$ cat config.mk
export PLATFORM = sky130hd
export DESIGN_NAME = mult_div_unit
export DESIGN_NICKNAME = d
export VERILOG_FILES = /design/src/rtl/mult_div_unit.sv
export SDC_FILE = /design/constraint.sdc
export NUM_CORES = 1
export LEC_CHECK = 0
export CORE_UTILIZATION = 55
export CTS_BUF_LIST = sky130_fd_sc_hd__clkbuf_2
export DETAILED_ROUTE_END_ITERATION = 12
export PLACE_DENSITY = 0.76
export SETUP_SLACK_MARGIN = 0.4
export SYNTH_ARGS = -nofsm -noshare
export SYNTH_HDL_FRONTEND = slang
export SYNTH_SLANG_ARGS = --single-unit
$ cat constraint.sdc
create_clock -name clk -period 5 [get_ports clk]
set_clock_uncertainty 0.05 [all_clocks]
set_input_delay 0.75 -clock clk [delete_from_list [all_inputs] [get_ports clk]]
set_output_delay 0.75 -clock clk [all_outputs]
set_load 0.01 [all_outputs]
$ cat src/rtl/mult_div_unit.sv
// Iterative multiply/divide unit with HI/LO result registers.
// Shift-add multiply and restoring divide, one bit per cycle, with sign fix-up afterwards.
module mult_div_unit #(
  parameter int WIDTH = 32
) (
  input  logic             clk,
  input  logic             rst_n,
  input  logic             start,
  input  logic [2:0]       op,
  input  logic [WIDTH-1:0] a,
  input  logic [WIDTH-1:0] b,
  output logic             busy,
  output logic             done,
  output logic [WIDTH-1:0] hi,
  output logic [WIDTH-1:0] lo
);

  localparam int CW = $clog2(WIDTH);

  // state  | meaning
  // S_IDLE | waiting for start; MTHI/MTLO handled here
  // S_PREP | take operand magnitudes for signed ops
  // S_RUN  | one multiply/divide bit per cycle
  // S_FIX  | apply result signs, load hi/lo
  // S_DONE | done pulse, results visible
  typedef enum logic [2:0] {S_IDLE, S_PREP, S_RUN, S_FIX, S_DONE} state_t;

  state_t             state_q, state_d;
  logic [1:0]         op_q, op_d;
  logic [WIDTH-1:0]   a_q, a_d;
  logic [WIDTH-1:0]   b_q, b_d;
  logic [WIDTH-1:0]   m_q, m_d;
  logic [2*WIDTH-1:0] acc_q, acc_d;
  logic [CW-1:0]      cnt_q, cnt_d;
  logic [WIDTH-1:0]   hi_q, hi_d;
  logic [WIDTH-1:0]   lo_q, lo_d;

  logic               is_div, is_signed, sa, sb;
  logic [WIDTH-1:0]   abs_a, abs_b, quot, rem;
  logic [WIDTH:0]     mul_sum, div_tmp, div_diff;
  logic [2*WIDTH-1:0] prod;

  always_ff @(posedge clk or negedge rst_n) begin
    if (!rst_n) begin
      state_q <= S_IDLE;
      op_q    <= '0;
      a_q     <= '0;
      b_q     <= '0;
      m_q     <= '0;
      acc_q   <= '0;
      cnt_q   <= '0;
      hi_q    <= '0;
      lo_q    <= '0;
    end else begin
      state_q <= state_d;
      op_q    <= op_d;
      a_q     <= a_d;
      b_q     <= b_d;
      m_q     <= m_d;
      acc_q   <= acc_d;
      cnt_q   <= cnt_d;
      hi_q    <= hi_d;
      lo_q    <= lo_d;
    end
  end

  always_comb begin
    state_d = state_q;
    op_d    = op_q;
    a_d     = a_q;
    b_d     = b_q;
    m_d     = m_q;
    acc_d   = acc_q;
    cnt_d   = cnt_q;
    hi_d    = hi_q;
    lo_d    = lo_q;

    is_div    = op_q[1];
    is_signed = ~op_q[0];
    sa        = is_signed & a_q[WIDTH-1];
    sb        = is_signed & b_q[WIDTH-1];
    abs_a     = sa ? -a_q : a_q;
    abs_b     = sb ? -b_q : b_q;

    mul_sum  = {1'b0, acc_q[2*WIDTH-1:WIDTH]} + {1'b0, m_q};
    div_tmp  = {acc_q[2*WIDTH-1:WIDTH], acc_q[WIDTH-1]};
    div_diff = div_tmp - {1'b0, m_q};

    prod = (sa ^ sb) ? -acc_q : acc_q;
    quot = (sa ^ sb) ? -acc_q[WIDTH-1:0] : acc_q[WIDTH-1:0];
    rem  = sa ? -acc_q[2*WIDTH-1:WIDTH] : acc_q[2*WIDTH-1:WIDTH];

    case (state_q)
      S_IDLE: begin
        if (start) begin
          if (op <= 3'd3) begin
            state_d = S_PREP;
            op_d    = op[1:0];
            a_d     = a;
            b_d     = b;
          end else if (op == 3'd4) begin
            hi_d = a;
          end else if (op == 3'd5) begin
            lo_d = a;
          end
        end
      end
      S_PREP: begin
        // Divide keeps the dividend in the low half; multiply keeps the multiplier there.
        acc_d   = is_div ? {{WIDTH{1'b0}}, abs_a} : {{WIDTH{1'b0}}, abs_b};
        m_d     = is_div ? abs_b : abs_a;
        cnt_d   = CW'(WIDTH - 1);
        state_d = S_RUN;
      end
      S_RUN: begin
        if (is_div) begin
          if (!div_diff[WIDTH]) acc_d = {div_diff[WIDTH-1:0], acc_q[WIDTH-2:0], 1'b1};
          else                  acc_d = {div_tmp[WIDTH-1:0], acc_q[WIDTH-2:0], 1'b0};
        end else begin
          if (acc_q[0]) acc_d = {mul_sum, acc_q[WIDTH-1:1]};
          else          acc_d = {1'b0, acc_q[2*WIDTH-1:1]};
        end
        cnt_d = cnt_q - 1'b1;
        if (cnt_q == '0) state_d = S_FIX;
      end
      S_FIX: begin
        if (!is_div) begin
          hi_d = prod[2*WIDTH-1:WIDTH];
          lo_d = prod[WIDTH-1:0];
        end else if (b_q == '0) begin
          hi_d = a_q;
          lo_d = '1;
        end else begin
          hi_d = rem;
          lo_d = quot;
        end
        state_d = S_DONE;
      end
      S_DONE: state_d = S_IDLE;
      default: state_d = S_IDLE;
    endcase
  end

  assign busy = (state_q != S_IDLE);
  assign done = (state_q == S_DONE);
  assign hi   = hi_q;
  assign lo   = lo_q;

endmodule

==> results of run 1 <==
power by group through the flow:
stage	registers (mW)	logic (mW)	clock network [mW]
2_1_floorplan	3.53	7.51	0
3_3_place_gp	4.07	10.3	0
3_5_place_dp	4.11	10.4	0
4_1_cts	4.07	10.4	1.55
5_1_grt	4.23	11.5	1.66
6_report	4.13	10.7	1.54
state kept, by name (all words and copies together), names as in the netlist:
register  count
state_q       3
cnt_q         5
b_q          32
a_q          32
lo           32
acc_q        64
m_q          32
hi           32
op_q          2
stage by stage:
stage	cells	worst slack (ns)	hold WS, ns	total power [mW]	utilization
floorplan	2179	1.67	0.404	11.0	-
global placement	2631	1.07	0.416	14.3	0.607
detailed placement	2631	1.02	0.420	14.5	0.607
CTS	2753	0.929	0.277	16.1	0.627
global route	2756	0.652	0.276	17.4	0.627
finish	2758	0.882	0.337	16.4	0.627
critical path, cell delays in order, from the launching register on:
cell and delay [ns]:
dfrtp_1 0.46, inv_1 0.12, ha_1 0.23, fa_1 0.38, nand2b_1 0.19, a21o_1 0.19, a21oi_1 0.29, o31a_1 0.26
a21o_1 0.26, a31oi_4 0.17, mux2i_4 0.61, nor2_8 0.20, o31a_1 0.29, a32o_1 0.25
layout by cell type, fill, tap and decap left out, types with 16 or more instances in the layout:
cell type,count
o21ai_0,236
nand2_1,235
dfrtp_1,233
a21oi_1,172
clkdlybuf4s50_1,134
nor2_1,131
xnor2_1,103
clkbuf_2,99
xor2_1,95
nor3_1,89
mux2_2,72
ha_1,70
mux2i_1,62
inv_1,57
o221ai_1,40
o22ai_1,33
buf_4,32
a21o_1,31
nand3_1,23
or3_1,22
o31ai_1,22
nand2b_1,21
a211oi_1,21
a31oi_1,20
a221oi_1,18
o211ai_1,17
nor2b_1,16
clkinv_1,16
final cells by class:
| class | instances | area share |
|---|---|---|
| sequential | 234 | 0.288 |
| tap | 442 | 0.0272 |
| multi-input combinational | 1727 | 0.562 |
| clock buffer | 99 | 0.0243 |
| antenna | 5 | 0.000615 |
| inverter | 59 | 0.0109 |
| timing repair buffer | 170 | 0.0809 |
| clock inverter | 22 | 0.00676 |
worst paths after layout:
check	endpoint	slack, ns
worst max-delay path	acc_q[59]$_DFFE_PN0P_	0.88
worst min-delay path	hi[30]$_DFFE_PN0P_	0.34
worst max register to register	acc_q[59]$_DFFE_PN0P_	0.88
worst min register to register	lo[2]$_DFFE_PN0P_	0.44
max in group asynchronous	b_q[4]$_DFFE_PN0P_	3.39
min in group clk	b_q[1]$_DFFE_PN0P_	0.35
per-layer routing:
metal / vias to the layer above / part of all wire / track usage
met5: - / 0.00020 / 0
met4: 2 / 0.045 / 0.184
met3: 166 / 0.091 / 0.0967
met2: 883 / 0.46 / 0.625
met1: 8622 / 0.40 / 0.507
li1: 8118 / - / -
cells by family after synthesis:
| kind of cell | Yosys count | share of synthesized area |
|---|---|---|
| compound gates | 690 | 0.234 |
| buf+inv | 218 | 0.0458 |
| flops | 234 | 0.324 |
| fa+ha+maj | 72 | 0.0507 |
| simple gates | 632 | 0.169 |
| mux | 135 | 0.0804 |
| xor+xnor | 198 | 0.0960 |
==> results by group, run 1 <==
Place
  • Routability cong.: 0.997
  • PortBufs: 135
  • Placed wire-length estimate: 48500 µm
  • Placed inst area: 19700 µm²

Floorplan
  • Core area: 32500 µm²
  • Die height: 183 µm
  • Num rows: 66
  • Starting Density: 0.557
  • # IOs: 136
  • Die X-Extent: 183 µm
  • Die area: 33600 µm²

Logic synthesis
  • Syn Nets: 2321
  • Ys async rst share: 1.00
  • Synth top cells by count: o21ai_0, nand2_1, dfrtp_1
  • Area contributors post-synth: dfrtp_1, o21ai_0, xnor2_1
  • Post-synth EDFFs: 0
  • Yosys warnings: 0
  • Post-synthesis cell type count: 74
  • Cell taking the most area after synthesis: dfrtp_1
  • Post-Synthesis Cells: 2179
  • Share of the synthesized area in the top cell type: 0.324
  • Main synth FF type: dfrtp_1
  • Seq cells post-synth: 234
  • Avg Inst Size Synth: 8.29 µm²
  • Sequential area share after synthesis: 0.324
  • Synth Cell Area: 18100 µm²
  • Most numerous cell in the Yosys netlist: o21ai_0

Cells and area
  • Multi-input gate area: 11400 µm²
  • Proportion of layout cells with a drive suffix above 1: 0.108
  • Area growth from synthesis to layout: 12.7%
  • Register area: 5860 µm²
  • Final nets: 2403
  • Fillers: 2908
  • Final instance area: 20400 µm²

Power
  • Leak: 8.65 nW
  • P_int: 7.64 mW
  • PD cells: 804 nW/µm²
  • Clock Power Share: 0.094
  • Highest ir drop seen on vdd: 0.000396 V
  • NetSw: 8.72 mW
  • Comb pwr share: 0.653
  • Sw Ratio: 0.533
  • Part of the power in registers: 0.252

Clocking
  • Hold_buf cts: 1
  • Clock tree buffer depth: 3
  • Root Driver: clkbuf_2
  • Total CTS buffers: 69
  • # Post-CTS Setup Buffers: 0
  • Clock Sinks: 234
  • Post-cts gate resize count: 0
  • CTS tree: built
  • Max H-tree Level: 3
  • Reg clk slew, reported paths: 0.10 ns
  • Worst skew pair latency: 1.02 ns

Route
  • Routed len/inst: 23.8 µm
  • Iteration-0 DRC count of the detailed router: 1642
  • Vias per std cell: 6.45
  • Final ANT Viol Nets: 0
  • Number of remaining DRC errors: 0
  • Router iterations before antenna repair: 6
  • Final WL: 65600 µm
  • Vias: 17.8k

STA
  • Final count of pins violating max slew: 0
  • Final Cycle Share: 0.824
  • RSZ-0062 raised after global routing: no
  • Final Hold Fails: 0
  • Max Freq: 243 MHz
  • Sum Neg Setup Slack: 0 ns
  • Worst Max-Slew Pin Slew: 1.14 ns
  • Setup violations, final: 0
  • Worst rel slew slack: 0.236
  • Final Critical Period: 4.12 ns

Run status
  • Status: completed

Global route
  • Gr usage total: 0.394
  • First-pass GRT wire length: 100000 µm
  • GRT Residual Overflow: 0
  • Vias in the first global route: 17.0k
  • Largest net degree at the start of global routing: 143
  • Initial antenna violation count: 4

Worst setup path
  • Worst setup EP type: flip-flop
  • Worst setup SP type: flip-flop
  • CP Class: flip-flop to flip-flop
  • Crit path required time: 5.79 ns
  • Worst R2R Start: acc_q[31]$_DFFE_PN0P_
  • Reg2Reg Depth: 13
  • Critical path origin: acc_q[31]$_DFFE_PN0P_
  • Crit Path Max Fanout: 17
  • Worst path arrival time: 4.91 ns

Min path
  • Hold Crit Class: input pin to async pin

Run
  • # Max-Cap Violations: 0
Note: power is estimated with default switching activity, not from simulation.
==> run 2, diff against run 1 <==
==> constraint.sdc (replaced) <==
create_clock -name clk -period 3.8 [get_ports clk]
set_clock_uncertainty 0.05 [all_clocks]
set_input_delay 0.57 -clock clk [delete_from_list [all_inputs] [get_ports clk]]
set_output_delay 0.57 -clock clk [all_outputs]
set_load 0.01 [all_outputs]
==> results by group, run 2 (synthesis gave the netlist of run 1 again) <==
Cells and area
  • Max FFs per register: 64 (unchanged)
  • Fillers: 2783 (-4.3%)
  • Final nets: 2495 (+3.8%)
  • Proportion of layout cells with a drive suffix above 1: 0.172 (+0.0641)
  • Commonest non-fill, non-tap cell in the layout: nand2_1
  • Largest register by flop count: acc_q
  • Most frequent cells in the layout: nand2_1, dfrtp_1, o21ai_0
  • Area growth from synthesis to layout: 19.0%
  • Multi-input gate area: 11900 µm² (+3.7%)
  • Register area: 5870 µm² (+0.26%)

Worst setup path
  • Reg2Reg Depth: 11 (-2)
  • Reg-to-reg endpoint: hi[23]$_DFFE_PN0P_
  • Worst path arrival time: 4.20 ns (-0.71 ns)
  • CP Class: flip-flop to flip-flop
  • Slowest cell on crit path: or4_4
  • Worst setup EP type: flip-flop
  • Crit Path Max Fanout: 5 (-12)
  • Worst R2R Start: acc_q[11]$_DFFE_PN0P_
  • Max incr delay on CP: 0.58 ns (-0.03 ns)
  • Crit path top cell by count: or4_4
  • R2r setup slk: 0.31 ns (-0.57 ns)
  • Worst setup SP type: flip-flop
  • Crit path required time: 4.51 ns (-1.28 ns)
  • Critical path origin: acc_q[11]$_DFFE_PN0P_
  • Crit-path cells: or4_4, or4_4, nor3_4, buf_4, nand2_4, nor4_4, nand2_1, o21ai_2, xnor2_1, a21oi_2, nor3_2

Global route
  • GRT Residual Overflow: 0 (unchanged)
  • Vias in the first global route: 17.6k (+3.3%)
  • Met1 GRT Util: 0.503 (-0.00402)
  • Initial antenna violation count: 4 (unchanged)
  • Grt met3 use: 0.101 (+0.00477)
  • First-pass GRT wire length: 102000 µm (+1.8%)
  • Gr usage total: 0.399 (+0.00477)
  • Largest net degree at the start of global routing: 100 (-30%)
  • Grt peak-use layer: met2
  • GR met2 Demand/Resource: 0.624 (about the same)

Place
  • Placed wire-length estimate: 49600 µm (+2.4%)
  • PortBufs: 135 (unchanged)
  • Routability cong.: 1.02 (+2.1%)

Route
  • Number of remaining DRC errors: 0 (unchanged)
  • Router iterations before antenna repair: 6 (unchanged)
  • Iteration-0 DRC count of the detailed router: 1996 (+22%)
  • Vias per std cell: 6.51 (+0.96%)
  • Final WL: 67400 µm (+2.6%)
  • Final ANT Viol Nets: 0 (unchanged)
  • Routed len/inst: 23.7 µm (-0.37%)
  • Vias: 18.5k (+4.0%)

Clocking
  • Root Driver: clkbuf_2
  • Reg clk slew, reported paths: 0.10 ns (about the same)
  • Max H-tree Level: 3 (unchanged)
  • Clock tree buffer depth: 3 (unchanged)
  • CTS tree: built
  • Total CTS buffers: 67 (-2.9%)
  • Clock Sinks: 234 (unchanged)
  • Worst skew pair latency: 0.94 ns (-0.08 ns)

Min path
  • Hold Crit Class: input pin to flip-flop
  • Hold path start: b[2]
  • Hold endpoint: b_q[2]$_DFFE_PN0P_
  • Hold depth: 2

Floorplan
  • Die area: 33600 µm² (unchanged)
  • # IOs: 136 (unchanged)
  • Die X-Extent: 183 µm (unchanged)
  • Starting Density: 0.557 (unchanged)
  • Num rows: 66 (unchanged)
  • Die height: 183 µm (unchanged)
  • Core area: 32500 µm² (unchanged)

Power
  • Highest ir drop seen on vdd: 0.000553 V (+39%)
  • Leak: 9.18 nW (+6.1%)
  • PD cells: 1070 nW/µm² (+33%)
  • Total Power: 23.0 mW (+40%)

STA
  • Final Critical Period: 3.49 ns (-0.627 ns)
  • Sum Neg Setup Slack: 0 ns (unchanged)
  • Worst rel slew slack: 0.270 (+0.0342)
  • Setup violations, final: 0 (unchanged)
  • Final Cycle Share: 0.919 (+0.0950)
  • Worst Max-Slew Pin Slew: 1.09 ns (-0.0529 ns)
  • Max Freq: 286 MHz (+18%)
  • Final Hold Fails: 0 (unchanged)
  • RSZ-0062 raised after global routing: yes
  • Final count of pins violating max slew: 0 (unchanged)

Run
  • # Max-Cap Violations: 0 (unchanged)

Run status
  • Status: completed
[run 2: cell types whose count changed in the layout (fill, tap and decap cells not counted), sizes merged]
cell	delta
buf	+94
bufinv	+1
clkbuf	-9
diode	-3
[run 2: critical path: cells and delay by family (launching register included)]
kind	cells	cell delay [ns]
simple gates	7	2.28
compound gates	2	0.26
flops	1	0.44
xor+xnor	1	0.14
buf+inv	1	0.20
[run 2: cell type report]
| class | instances | share of cell area |
|---|---|---|
| Multi-Input combinational cell | 1727 | 0.551 |
| Sequential cell | 234 | 0.273 |
| Timing Repair Buffer | 264 | 0.111 |
| Tap cell | 442 | 0.0257 |
| Clock buffer | 90 | 0.0209 |
| Inverter | 59 | 0.0103 |
| Clock inverter | 23 | 0.00779 |
| Antenna cell | 2 | 0.000233 |
[run 2: where the power goes]
group / total, mW / switching [mW] / internal [mW]
combinational: 15.8 / 9.33 / 6.51
sequential: 5.10 / 1.49 / 3.62
clock: 2.03 / 1.18 / 0.842
[run 2: routing by layer]
metal | up-vias | wire, µm
met5 | - | 22
li1 | 8305 | -
met2 | 1066 | 30400
met1 | 8876 | 26200
met3 | 252 | 6770
met4 | 4 | 3940
[run 2: worst max path at each step]
| stage | endpoint | slack [ns] | cells past startpoint |
|---|---|---|---|
| after CTS | acc_q[60]$_DFFE_PN0P_ | 0.35 | 12 |
| after floorplan | acc_q[49]$_DFFE_PN0P_ | 0.47 | 14 |
| after global placement | acc_q[60]$_DFFE_PN0P_ | 0.20 | 13 |
| after detailed placement | acc_q[60]$_DFFE_PN0P_ | 0.11 | 12 |
| after global routing | hi[21]$_DFFE_PN0P_ | 0.24 | 11 |
| final | hi[23]$_DFFE_PN0P_ | 0.31 | 11 |
[run 2: repair_timing]
action	4_1_cts	5_1_grt
hold buffers	1	0
setup endpoints to repair	51	62
buffers inserted	5	25
hold endpoints to repair	95	0
pin swaps	4	31
gates cloned	0	0
gates resized for setup	17	98
[run 2: stage by stage]
step	worst slack, ns	util	hold WS (ns)	cells	cell area, µm²
6_report	0.309	0.663	0.207	2841	21500
5_1_grt	0.238	0.663	0.207	2840	21500
4_1_cts	0.349	0.645	0.170	2814	20900
3_5_place_dp	0.106	0.623	0.420	2695	20200
3_3_place_gp	0.195	0.623	0.415	2695	20200
2_1_floorplan	0.466	-	0.224	2179	18100
